File: config.mk
export PLATFORM = sky130hd
export DESIGN_NAME = or16_share_ctrl
export DESIGN_NICKNAME = d
export VERILOG_FILES = /design/src/rtl/or16_share_pkg.sv /design/src/rtl/or16_bit.sv /design/src/rtl/or16_share_ctrl_rr_arbiter.sv /design/src/rtl/or16_share_ctrl.sv
export SDC_FILE = /design/constraint.sdc
export NUM_CORES = 1
export LEC_CHECK = 0
export BUFFER_PORTS_ARGS = -buffer_cell sky130_fd_sc_hd__buf_2
export CORE_ASPECT_RATIO = 0.75
export CORE_MARGIN = 4
export CORE_UTILIZATION = 45
export DETAILED_ROUTE_END_ITERATION = 7
export PLACE_DENSITY = 0.8
export RECOVER_POWER = 100
export SLEW_MARGIN = 0
export SYNTH_ARGS = -nofsm -noshare
export SYNTH_HDL_FRONTEND = slang
export SYNTH_SLANG_ARGS = --single-unit
File: constraint.sdc
create_clock -name clk -period 3.7 [get_ports clk]
set_clock_uncertainty 0.1 [all_clocks]
set_input_delay 0.925 -clock clk [delete_from_list [all_inputs] [get_ports clk]]
set_output_delay 0.925 -clock clk [all_outputs]
set_load 0.05 [all_outputs]
File: src/rtl/or16_share_pkg.sv
// Shared types and constants for the or16_share_ctrl slice.
package or16_share_pkg;

   localparam int unsigned WIDTH = 16;

   typedef enum logic [1:0] {
      IDLE = 2'b00,
      CALC = 2'b01,
      RESP = 2'b10
   } state_t;

endpackage

File: src/rtl/or16_bit.sv
// Existing 16-bit bitwise OR unit shared by the controller.
module or16_bit (
   input  logic [15:0] in0,
   input  logic [15:0] in1,
   output logic [15:0] out
);

   assign out = in0 | in1;

endmodule

File: src/rtl/or16_share_ctrl_rr_arbiter.sv
// Combinational round-robin arbiter: first requester at or after ptr wins.
module rr_arbiter #(
   parameter int unsigned NREQ = 4,
   parameter int unsigned ID_W = 2
) (
   input  logic [NREQ-1:0] req,
   input  logic [ID_W-1:0] ptr,
   output logic [NREQ-1:0] grant,
   output logic [ID_W-1:0] grant_id,
   output logic            any
);

   logic [ID_W-1:0] idx;

   // Scan requesters starting at ptr; index arithmetic wraps because NREQ is 2**ID_W.
   always_comb begin
      grant    = '0;
      grant_id = '0;
      any      = 1'b0;
      idx      = '0;
      for (int k = 0; k < NREQ; k++) begin
         idx = ptr + ID_W'(k);
         if (!any && req[idx]) begin
            any      = 1'b1;
            grant_id = idx;
         end
      end
      if (any) begin
         grant[grant_id] = 1'b1;
      end
   end

endmodule

File: src/rtl/or16_share_ctrl.sv
// Round-robin front end that time-shares one or16_bit unit among NREQ requesters.
module or16_share_ctrl
   import or16_share_pkg::*;
#(
   parameter int unsigned NREQ = 4,
   parameter int unsigned ID_W = 2
) (
   input  logic                  clk,
   input  logic                  reset_n,
   input  logic [NREQ-1:0]       req_valid,
   input  logic [NREQ*WIDTH-1:0] req_a,
   input  logic [NREQ*WIDTH-1:0] req_b,
   output logic [NREQ-1:0]       req_ready,
   output logic                  resp_valid,
   output logic [ID_W-1:0]       resp_id,
   output logic [WIDTH-1:0]      resp_data,
   input  logic                  resp_ready,
   output logic [15:0]           txn_count
);

   localparam int unsigned CNT_W = 16;

   state_t          state;
   state_t          state_d;
   logic [ID_W-1:0] rr_ptr;
   logic [ID_W-1:0] id_q;
   logic [ID_W-1:0] arb_id;
   logic [NREQ-1:0] arb_grant;
   logic            arb_any;
   logic [WIDTH-1:0] op_a;
   logic [WIDTH-1:0] op_b;
   logic [WIDTH-1:0] sel_a;
   logic [WIDTH-1:0] sel_b;
   logic [WIDTH-1:0] or_out;
   logic            grant_en;
   logic            calc_en;
   logic            done_en;

   rr_arbiter #(
      .NREQ (NREQ),
      .ID_W (ID_W)
   ) u_arb (
      .req      (req_valid),
      .ptr      (rr_ptr),
      .grant    (arb_grant),
      .grant_id (arb_id),
      .any      (arb_any)
   );

   or16_bit u_or (
      .in0 (op_a),
      .in1 (op_b),
      .out (or_out)
   );

   // State register; illegal encodings fall into the default branch below.
   always_ff @(posedge clk) begin
      if (!reset_n) begin
         state <= IDLE;
      end else begin
         state <= state_d;
      end
   end

   // Next state, combinational grant and per-state datapath enables.
   always_comb begin
      state_d   = IDLE;
      req_ready = '0;
      grant_en  = 1'b0;
      calc_en   = 1'b0;
      done_en   = 1'b0;
      case (state)
         IDLE: begin
            req_ready = reset_n ? arb_grant : '0;
            if (arb_any) begin
               grant_en = 1'b1;
               state_d  = CALC;
            end
         end
         CALC: begin
            calc_en = 1'b1;
            state_d = RESP;
         end
         RESP: begin
            if (resp_ready) begin
               done_en = 1'b1;
            end else begin
               state_d = RESP;
            end
         end
         default: state_d = IDLE;
      endcase
   end

   // Pick the winner's operand slices out of the packed request buses.
   always_comb begin
      sel_a = '0;
      sel_b = '0;
      for (int k = 0; k < NREQ; k++) begin
         if (arb_id == ID_W'(k)) begin
            sel_a = req_a[k*WIDTH +: WIDTH];
            sel_b = req_b[k*WIDTH +: WIDTH];
         end
      end
   end

   // Operand, response and transaction-count registers.
   always_ff @(posedge clk) begin
      if (!reset_n) begin
         rr_ptr     <= '0;
         id_q       <= '0;
         op_a       <= '0;
         op_b       <= '0;
         resp_valid <= 1'b0;
         resp_id    <= '0;
         resp_data  <= '0;
         txn_count  <= '0;
      end else begin
         if (grant_en) begin
            op_a   <= sel_a;
            op_b   <= sel_b;
            id_q   <= arb_id;
            rr_ptr <= arb_id + ID_W'(1);
         end
         if (calc_en) begin
            resp_data  <= or_out;
            resp_id    <= id_q;
            resp_valid <= 1'b1;
         end
         if (done_en) begin
            resp_valid <= 1'b0;
            txn_count  <= txn_count + CNT_W'(1);
         end
      end
   end

endmodule

==> out/metrics.yaml, run 1 <==
run_status:
  outcome: "finished, final reports clean"
pwr:
  irDropWorstVdd_mv: 0.258
  switchingPower_uw: 910
  total_leakage_power_nw: 2.14
  p_int_mw: 1.62
  clkPwrFrac_pct: 27.6
  switching_share_pct: 36.0
  power_mw: 2.53
  p_comb_share_pct: 34.2
  p_per_area_nw_per_um2: 522
  seqPwrFrac_pct: 38.2
yosys:
  synthMuxAreaShare_pct: 0.533
  synth_ff_type: "dfxtp_1"
  syn_area_um2: 3750
  synth_top_family_by_area: "compound AO/OA/AOI/OAI gates"
  yosysSeqAreaShare_pct: 38.9
  synth_xor_area_share_pct: 2.57
  yosysWarnings: 0
  async_reset_ff_share_pct: 0
  syn_area_per_cell_um2: 8.02
  ys_ff_latch: 73
  syn_nets: 608
  synthAdderAreaFrac_pct: 1.67
  synth_cell_types: 41
  synth_edf_count: 0
  synth-compound-area-share_pct: 31.0
  synthCells: 468
  synth-simple-area-share_pct: 17.2
clock_network:
  clock_path_buffers: 2
  cts_tree: "yes"
  root_buffer: "clkbuf_8"
  htree_levels: 3
  path_clk_slew_ns: 0.07
  numCtsBuffers: 9
  insertion_delay_ns: 0.35
  ctsResizeCount: 0
  post-cts-setup-buffers: 0
  cts_sinks: 73
  hold_buffers: 0
die:
  core_um2: 7990
  dieArea_um2: 9880
  num_rows: 28
  fp.dieW_um: 113
  initial_core_util_pct: 47.0
  io_pins: 174
  die_y_um: 87.1
min_path:
  hold_start: "id_q[1]$_SDFFE_PN0P_"
  worstHoldPathType: "flop to flop"
final_layout:
  area_growth_pct: 29.0
  fin_area_um2: 4840
  final_nets: 758
  n_antenna_cell: 0
  fillerInstances: 723
  layout-drive-gt1-share_pct: 27.6
routing:
  drc: 0
  drtAntennaViolNets: 0
  vias_per_cell: 5.55
  dr_total_vias: 4039
  drt-initial-drc-count: 174
  wl_met1_mm: 5.08
  highest_layer: "met4"
  wire_per_inst_um: 15.7
  wl_mm: 11.5
  first_pass_iters: 5
  met3_length_um: 696
  wl_met2_mm: 5.54
placed_design:
  gp_congestion: 0.855
  numPortBuffers: 173
  hpwl_mm: 8.78
  place_area_um2: 4670
sta:
  slew-limit-headroom_pct: 17.1
  setup_tns_ns: 0
  fin_crit_ns: 3.47
  tightest_slew_ns: 1.24
  drv_slew: 0
  grt_setup_unrepaired: "no"
  setup_violations: 0
  fmax_ghz: 0.288
  finalCritPeriodShare_pct: 93.7
  hold_violations: 0
worst_setup_path:
  crit_chain: "clkbuf_1 > nor2b_1 > or2_2 > o22ai_1 > inv_1 > ha_2 > and3_2 > clkbuf_2"
  r2r_start: "rr_ptr[0]$_SDFFE_PN0P_"
  critPathCaptureType: "output port"
  setup.worst_path.start_class: "input port"
  worst_ep_arrival_time_ns: 2.44
  slowest_delay_ns: 0.29
  setup.worst_path.start: "req_valid[2]"
  critical_path_class: "input port to output port"
  cp_max_fo: 3
  required_ns: 2.67
  cpMaxStageDelayCell: "or2_2"
grt:
  globalRouteTotalUtil_pct: 23.7
  grt.overflow.total: 0
  grt_max_degree: 65
  grt_pass1_vias: 4011
  grt_pass1_wl_mm: 19.0
  antenna_found_initial: 0
job:
  drv_cap: 0
power by group through the flow:
stage                     logic [mW]  registers [mW]  clock network [mW]
final                          0.865           0.966               0.698
after global routing           0.967           0.978               0.753
after CTS                      0.876           0.963               0.708
after detailed placement       0.872           0.980                   0
after global placement         0.843           0.978                   0
after floorplan                0.550            1.04                   0
synthesized netlist by cell type, types with 4 or more instances:
library cell / instances / share of area, %
a221o_1: 32 / 8.5
buf_2: 4 / 0.53
ha_1: 5 / 1.7
clkbuf_1: 34 / 3.4
nand4_1: 5 / 0.83
inv_1: 35 / 3.5
o21ai_0: 34 / 4.5
dfxtp_1: 73 / 39
xnor2_1: 5 / 1.2
nor2_1: 83 / 8.3
buf_1: 4 / 0.40
and3_1: 5 / 0.83
nand3_1: 5 / 0.67
nor2b_1: 5 / 0.83
a211oi_1: 16 / 3.2
nand2_1: 10 / 1.0
xor2_1: 6 / 1.4
a221oi_1: 32 / 7.5
a21oi_1: 40 / 5.3
layout by cell type, fill, tap and decap left out, types with 3 or more instances in the layout:
cell type    n
xnor2_1      5
a221o_1     32
a221oi_1    32
buf_4        5
inv_1       35
or4_1        3
clkinv_4     3
ha_1         3
dfxtp_1     73
a211oi_1    16
o21ai_0     34
and3_1       3
o31ai_1      3
nor4_1       3
clkbuf_2     6
nor2_1      83
xor2_1       6
nand3_1      5
nand2_1     10
nor2b_1      4
nand4_1      5
clkbuf_1    39
a21oi_1     40
clkbuf_8     9
buf_2      131
flip-flops by register name, indices dropped and copies added (netlist names):
register    count
rr_ptr          2
txn_count      16
id_q            2
resp_data      16
state           2
op_a           16
resp_valid      1
resp_id         2
op_b           16
cell type report:
type	count	area, µm²	share of cell area (%)
tap	105	131	2.71
clock inverter	7	103	2.12
multi-input combinational	317	2000	41.4
clock buffer	9	124	2.56
timing repair buffer	182	890	18.4
sequential	73	1460	30.2
inverter	35	131	2.71
kinds of logic (layout without fill, tap and decap cells):
logic type / after synthesis / count (layout)
multiplexers: 2 / 2
buffers and inverters: 78 / 233
AO/OA/AOI/OAI: 164 / 164
AND/OR/NAND/NOR: 135 / 135
XOR/XNOR: 11 / 11
adder cells (fa/ha/maj): 5 / 5
flip-flops: 73 / 73
metal layers:
metal / up-vias / global-route usage (%)
met5: - / 0
met4: 0 / 5.57
met3: 12 / 5.56
met2: 137 / 39.7
met1: 1874 / 31.2
li1: 2016 / -
stage by stage:
step                hold slack, ns  util, %  std cells  setup WS (ns)
floorplan                    0.336        -        468         0.0351
global placement             0.346     58.5        712          0.341
detailed placement           0.354     58.5        712          0.194
CTS                          0.365     61.3        728          0.240
global route                 0.397     60.6        728         0.0954
finish                       0.362     60.6        728          0.233
worst max-delay path: cells and delay by family:
family | cells | cell delay [ns]
compound gates | 1 | 0.25
fa+ha+maj | 1 | 0.21
buf+inv | 3 | 0.45
simple gates | 3 | 0.60
worst paths after layout:
kind | end | slack (ns) | depth (start not counted)
worst min register to register | id_q[1]$_SDFFE_PN0P_ | 0.36 | 2
worst max register to register | op_b[11]$_SDFFE_PN0P_ | 0.84 | 9
worst min-delay path | id_q[1]$_SDFFE_PN0P_ | 0.36 | 2
worst max-delay path | req_ready[2] | 0.23 | 8
Power figures use the tool's default switching activity.
==> run 2, diff against run 1 <==
--- a/config.mk
+++ b/config.mk
@@ -8,9 +8,9 @@
 export BUFFER_PORTS_ARGS = -buffer_cell sky130_fd_sc_hd__buf_2
 export CORE_ASPECT_RATIO = 0.75
 export CORE_MARGIN = 4
-export CORE_UTILIZATION = 45
+export CORE_UTILIZATION = 42
 export DETAILED_ROUTE_END_ITERATION = 7
-export PLACE_DENSITY = 0.8
+export PLACE_DENSITY = 0.78
 export RECOVER_POWER = 100
 export SLEW_MARGIN = 0
 export SYNTH_ARGS = -nofsm -noshare
==> constraint.sdc (replaced) <==
create_clock -name clk -period 3 [get_ports clk]
set_clock_uncertainty 0.1 [all_clocks]
set_input_delay 0.75 -clock clk [delete_from_list [all_inputs] [get_ports clk]]
set_output_delay 0.75 -clock clk [all_outputs]
set_load 0.05 [all_outputs]
==> out/metrics.yaml, run 2 (synthesized netlist as in run 1, its figures left out) <==
run_status:
  outcome: "finished, final reports clean"
clock_network:
  path_clk_slew_ns: 0.05  # -0.02 ns
  htree_levels: 3  # unchanged
  clock_path_buffers: 2  # unchanged
  cts_sinks: 73  # unchanged
  hold_buffers: 0  # unchanged
  numCtsBuffers: 9  # unchanged
  insertion_delay_ns: 0.32  # -0.03 ns
  root_buffer: "clkbuf_16"
  cts_tree: "yes"
worst_setup_path:
  cp_max_fo: 4  # +1
  critical_path_class: "input port to output port"
  setup.worst_path.start: "req_valid[0]"
  worst_ep_arrival_time_ns: 2.08  # -0.36 ns
  critPathCaptureType: "output port"
  slowest_delay_ns: 0.21  # -0.08 ns
  required_ns: 2.15  # -0.52 ns
  crit_chain: "buf_2 > nor2b_1 > nor2_1 > o22ai_2 > buf_4 > inv_1 > ha_2 > and3_4 > buf_6"
  r2r_start: "rr_ptr[0]$_SDFFE_PN0P_"
  setup.worst_path.start_class: "input port"
  cpMaxStageDelayCell: "ha_2"
sta:
  drv_slew: 0  # unchanged
  setup_tns_ns: 0  # unchanged
  tightest_slew_ns: 0.773  # -0.470 ns
  final.setup.worst_slack_ns: 0.0749  # -0.159 ns
  fin_crit_ns: 2.93
  setup_violations: 0  # unchanged
  grt_setup_unrepaired: "no"
  slew-limit-headroom_pct: 48.4  # +31 points
  hold_violations: 0  # unchanged
  fmax_ghz: 0.342
  finalCritPeriodShare_pct: 97.5
grt:
  globalRouteTotalUtil_pct: 21.1  # -2.6 points
  use_met1_pct: 28.4  # -2.8 points
  grt_max_degree: 56  # -14%
  global_route.usage.met3_pct: 3.96  # -1.6 points
  met2_usage_pct: 34.0  # -5.7 points
  antenna_found_initial: 0  # unchanged
  grt.overflow.total: 0  # unchanged
  grt_pass1_vias: 3898  # -2.8%
  grt_pass1_wl_mm: 18.2  # -4.0%
  top_usage_layer: "met2"
pwr:
  clkPwrFrac_pct: 32.8  # +5.2 points
  total_leakage_power_nw: 2.26  # +5.5%
  switching_share_pct: 32.2  # -3.8 points
  irDropWorstVdd_mv: 0.353  # +37%
  p_per_area_nw_per_um2: 682  # +31%
  p_comb_share_pct: 33.1  # -1.1 points
  p_int_mw: 2.37  # +46%
  switchingPower_mw: 1.12  # +23%
  seqPwrFrac_pct: 34.1  # -4.1 points
routing:
  dr_total_vias: 4058  # +0.47%
  drc: 0  # unchanged
  drt-initial-drc-count: 233  # +34%
  drtAntennaViolNets: 0  # unchanged
  wl_mm: 11.4  # -0.33%
  wire_per_inst_um: 15.4  # -2.3%
  first_pass_iters: 4  # -1
  vias_per_cell: 5.46  # -1.6%
placed_design:
  numPortBuffers: 173  # unchanged
  hpwl_mm: 8.79  # about the same
  placedCellCount: 726  # +2.0%
  place_area_um2: 4820  # +3.1%
  post-place-ws_ns: -0.129  # -0.323 ns
  gp_congestion: 0.850  # -0.56%
die:
  core_um2: 8600  # +7.7%
  die_y_um: 89.9  # +3.2%
  dieArea_um2: 10500  # +6.6%
  initial_core_util_pct: 43.7  # -3.3 points
  num_rows: 29  # +3.6%
  io_pins: 174  # unchanged
  fp.dieW_um: 117  # +3.3%
final_layout:
  layout-drive-gt1-share_pct: 29.1  # +1.5 points
  final_nets: 770  # +1.6%
  final_common_cell: "buf_2"
  layout_common_cells: "buf_2, nor2_1, dfxtp_1"
  fin_area_um2: 5110  # +5.6%
  stdcell_count: 743  # +2.1%
  n_antenna_cell: 0  # unchanged
  area_growth_pct: 36.2
job:
  drv_cap: 0  # unchanged
min_path:
  hold_start: "id_q[1]$_SDFFE_PN0P_"
  worstHoldPathType: "flop to flop"
-- run 2: cell types whose count changed in the layout (fill, tap and decap cells not counted), moves of 2 or more --
cell / delta
clkbuf_4: +2
and3_4: +3
clkbuf_2: -5
clkbuf_8: -7
buf_12: +3
clkbuf_16: +9
and3_2: -2
clkbuf_1: +4
clkinv_4: -3
buf_4: +9
-- run 2: critical path, delay by kind of cell --
family / cells / cell delay, ns
and+or+nand+nor: 3 / 0.49
buffers and inverters: 4 / 0.50
adders and majority gates: 1 / 0.21
AOI/OAI and AO/OA: 1 / 0.11
-- run 2: power groups by stage --
stage | clock [mW] | combinational, mW | sequential, mW
floorplan | 0 | 0.687 | 1.29
global placement | 0 | 1.12 | 1.20
detailed placement | 0 | 1.15 | 1.21
CTS | 1.16 | 1.16 | 1.19
global route | 1.21 | 1.27 | 1.20
finish | 1.14 | 1.15 | 1.19
-- run 2: path summary, 6_finish.rpt --
check / end / slack (ns) / cells after the start
min reg2reg: id_q[1]$_SDFFE_PN0P_ / 0.37 / 2
max: req_ready[2] / 0.07 / 9
max reg2reg: op_a[11]$_SDFFE_PN0P_ / 0.43 / 9
min: id_q[1]$_SDFFE_PN0P_ / 0.37 / 2
-- run 2: cell type report --
class	instances	area, µm²
tap	108	135
fill	774	3490
timing repair buffer	194	1030
clock buffer	14	264
multi-input combinational	317	2030
sequential	73	1460
inverter	35	131
clock inverter	2	60.1
-- run 2: what timing repair did --
action                                  4_1_cts  5_1_grt
pin swaps                                     0        2
endpoints found under the setup margin        3        4
resized for setup                             3        8
setup buffers                                 0        1
-- run 2: layer usage --
metal | vias to the layer above | part of all wire, %
met5 | - | 0
met2 | 173 | 48
met4 | 0 | 1.6
met1 | 1830 | 44
met3 | 20 | 6.4
li1 | 2035 | -
-- run 2: per-stage QoR --
stage	power, mW	util [%]	hold slack [ns]
2_1_floorplan	1.97	-	0.336
3_3_place_gp	2.33	56.0	0.345
3_5_place_dp	2.36	56.0	0.354
4_1_cts	3.51	59.9	0.379
5_1_grt	3.68	59.5	0.393
6_report	3.49	59.5	0.372
==> run 3, diff against run 2 <==
--- a/config.mk
+++ b/config.mk
@@ -7,7 +7,6 @@
 export LEC_CHECK = 0
 export BUFFER_PORTS_ARGS = -buffer_cell sky130_fd_sc_hd__buf_2
 export CORE_ASPECT_RATIO = 0.75
-export CORE_MARGIN = 4
 export CORE_UTILIZATION = 42
 export DETAILED_ROUTE_END_ITERATION = 7
 export PLACE_DENSITY = 0.78
==> out/metrics.yaml, run 3 (synthesized netlist as in run 1, its figures left out) <==
sta:
  final.setup.worst_slack_ns: -0.00457  # -0.0795 ns
  slew-limit-headroom_pct: 20.8  # -28 points
  setup_tns_ns: -0.00539  # -0.00539 ns
  setup_violations: 2  # +2
  fmax_ghz: 0.333  # -2.6%
  finalCritPeriodShare_pct: 100  # +2.6 points
  drv_slew: 0  # unchanged
  fin_crit_ns: 3.00  # +0.0795 ns
  tightest_slew_ns: 1.19  # +0.414 ns
  hold_violations: 0  # unchanged
pwr:
  irDropWorstVdd_mv: 0.349  # -1.0%
  total_leakage_power_nw: 2.26  # +0.26%
  p_per_area_nw_per_um2: 664  # -2.7%
grt:
  grt_max_degree: 57  # +1.8%
  grt_pass1_vias: 3810  # -2.3%
  grt_pass1_wl_mm: 18.1  # -0.80%
  globalRouteTotalUtil_pct: 24.1  # +3.0 points
  grt.overflow.total: 0  # unchanged
  antenna_found_initial: 0  # unchanged
worst_setup_path:
  cp_max_fo: 4  # unchanged
  critPathCaptureType: "output port"
  setup.worst_path.start_class: "input port"
  worst_ep_arrival_time_ns: 2.15  # +0.07 ns
  cp_num_buf_inv: 4  # unchanged
  critical_path_class: "input port to output port"
  worst_path_dominant_cell_family: "buffers and inverters"
  cpMaxStageDelayCell: "o221ai_2"
  required_ns: 2.15  # about the same
  slowest_delay_ns: 0.29  # +0.08 ns
  crit_chain: "buf_2 > nand2b_4 > nor2b_1 > o221ai_2 > inv_2 > ha_4 > buf_4 > and3_4 > buf_6"
final_layout:
  fin_util_pct: 60.1  # +0.60 points
  multiInputGateArea_um2: 2090  # +2.9%
  final_nets: 770  # unchanged
  area_growth_pct: 37.0
  layout_common_cells: "buf_2, nor2_1, dfxtp_1"
  layout-drive-gt1-share_pct: 30.7  # +1.6 points
  n_antenna_cell: 0  # unchanged
  fillerInstances: 765  # -1.2%
  fin_area_um2: 5140  # +0.59%
  final_common_cell: "buf_2"
  seqCellArea_um2: 1460  # unchanged
placed_design:
  post-place-ws_ns: -0.522  # -0.393 ns
  numPortBuffers: 173  # unchanged
  place_area_um2: 4790  # -0.52%
  hpwl_mm: 8.18  # -6.9%
  gp_congestion: 0.787  # -7.5%
clock_network:
  cts_tree: "yes"
  path_clk_slew_ns: 0.06  # about the same
  insertion_delay_ns: 0.33  # about the same
  clock_path_buffers: 2  # unchanged
  hold_buffers: 0  # unchanged
  numCtsBuffers: 9  # unchanged
  root_buffer: "clkbuf_16"
  htree_levels: 3  # unchanged
  cts_sinks: 73  # unchanged
min_path:
  worstHoldPathType: "flop to flop"
run_status:
  outcome: "finished with violations"
  failed_checks: "design-rule violations, negative setup slack"
routing:
  wire_per_inst_um: 15.2  # -0.76%
  drc: 4  # +4
  drtAntennaViolNets: 0  # unchanged
  wl_mm: 11.3  # -0.76%
  dr_total_vias: 4029  # -0.71%
  drt-initial-drc-count: 252  # +8.2%
  vias_per_cell: 5.42  # -0.71%
  first_pass_iters: 6  # +2
die:
  fp.dieW_um: 111  # -5.1%
  num_rows: 29  # unchanged
  initial_core_util_pct: 43.8  # +0.19 points
  dieArea_um2: 9330  # -11%
  core_um2: 8560  # -0.42%
  io_pins: 174  # unchanged
  die_y_um: 83.9  # -6.7%
job:
  drv_cap: 0  # unchanged
==> run 3: what timing repair did <==
action                                  in CTS  in global routing
cloned                                       0                  0
buffers inserted                             0                  1
endpoints found under the setup margin      36                  4
pin swaps                                    1                  4
gates resized for setup                     11                 15
==> run 3: final cells by class <==
cell class              instances  area share, %
repair buffers                194           19.9
inverters                      35           2.55
well taps                     108           2.63
clock inverters                 7           1.39
clock buffers                   9           4.38
flip-flops and latches         73           28.4
multi-input cells             317           40.7
==> run 3: worst paths after layout <==
path	startpoint	slack, ns	endpoint	cells after the start
min	id_q[1]$_SDFFE_PN0P_	0.36	id_q[1]$_SDFFE_PN0P_	2
max reg2reg	rr_ptr[0]$_SDFFE_PN0P_	0.28	op_a[10]$_SDFFE_PN0P_	10
min reg2reg	id_q[1]$_SDFFE_PN0P_	0.36	id_q[1]$_SDFFE_PN0P_	2
max	req_valid[1]	-0.005	req_ready[1]	9
==> run 3: report_power, final <==
| group | switching (mW) | total (mW) | leakage [nW] | internal [mW] |
|---|---|---|---|---|
| Combinational | 0.682 | 1.17 | 1.53 | 0.486 |
| Sequential | 0.0953 | 1.20 | 0.601 | 1.10 |
| Clock | 0.407 | 1.05 | 0.137 | 0.641 |
==> run 3: tightest hold or removal path: cells and delay by family, from the launching register on <==
| kind | cells | cell delay (ns) |
|---|---|---|
| compound gates | 1 | 0.06 |
| flops | 1 | 0.31 |
| simple gates | 1 | 0.05 |
==> run 3: through the flow <==
step	hold WS [ns]	power, mW	instances
6_report	0.363	3.42	743
5_1_grt	0.393	3.60	743
4_1_cts	0.362	3.39	742
3_5_place_dp	0.354	2.33	726
3_3_place_gp	0.345	2.29	726
2_1_floorplan	0.336	1.97	468
==> run 3: metal layers <==
| layer | track usage, % | part of all wire (%) |
|---|---|---|
| met4 | 6.14 | 1.3 |
| met1 | 31.1 | 46 |
| met5 | 0 | 0 |
| met2 | 41.0 | 48 |
| met3 | 5.01 | 5.0 |
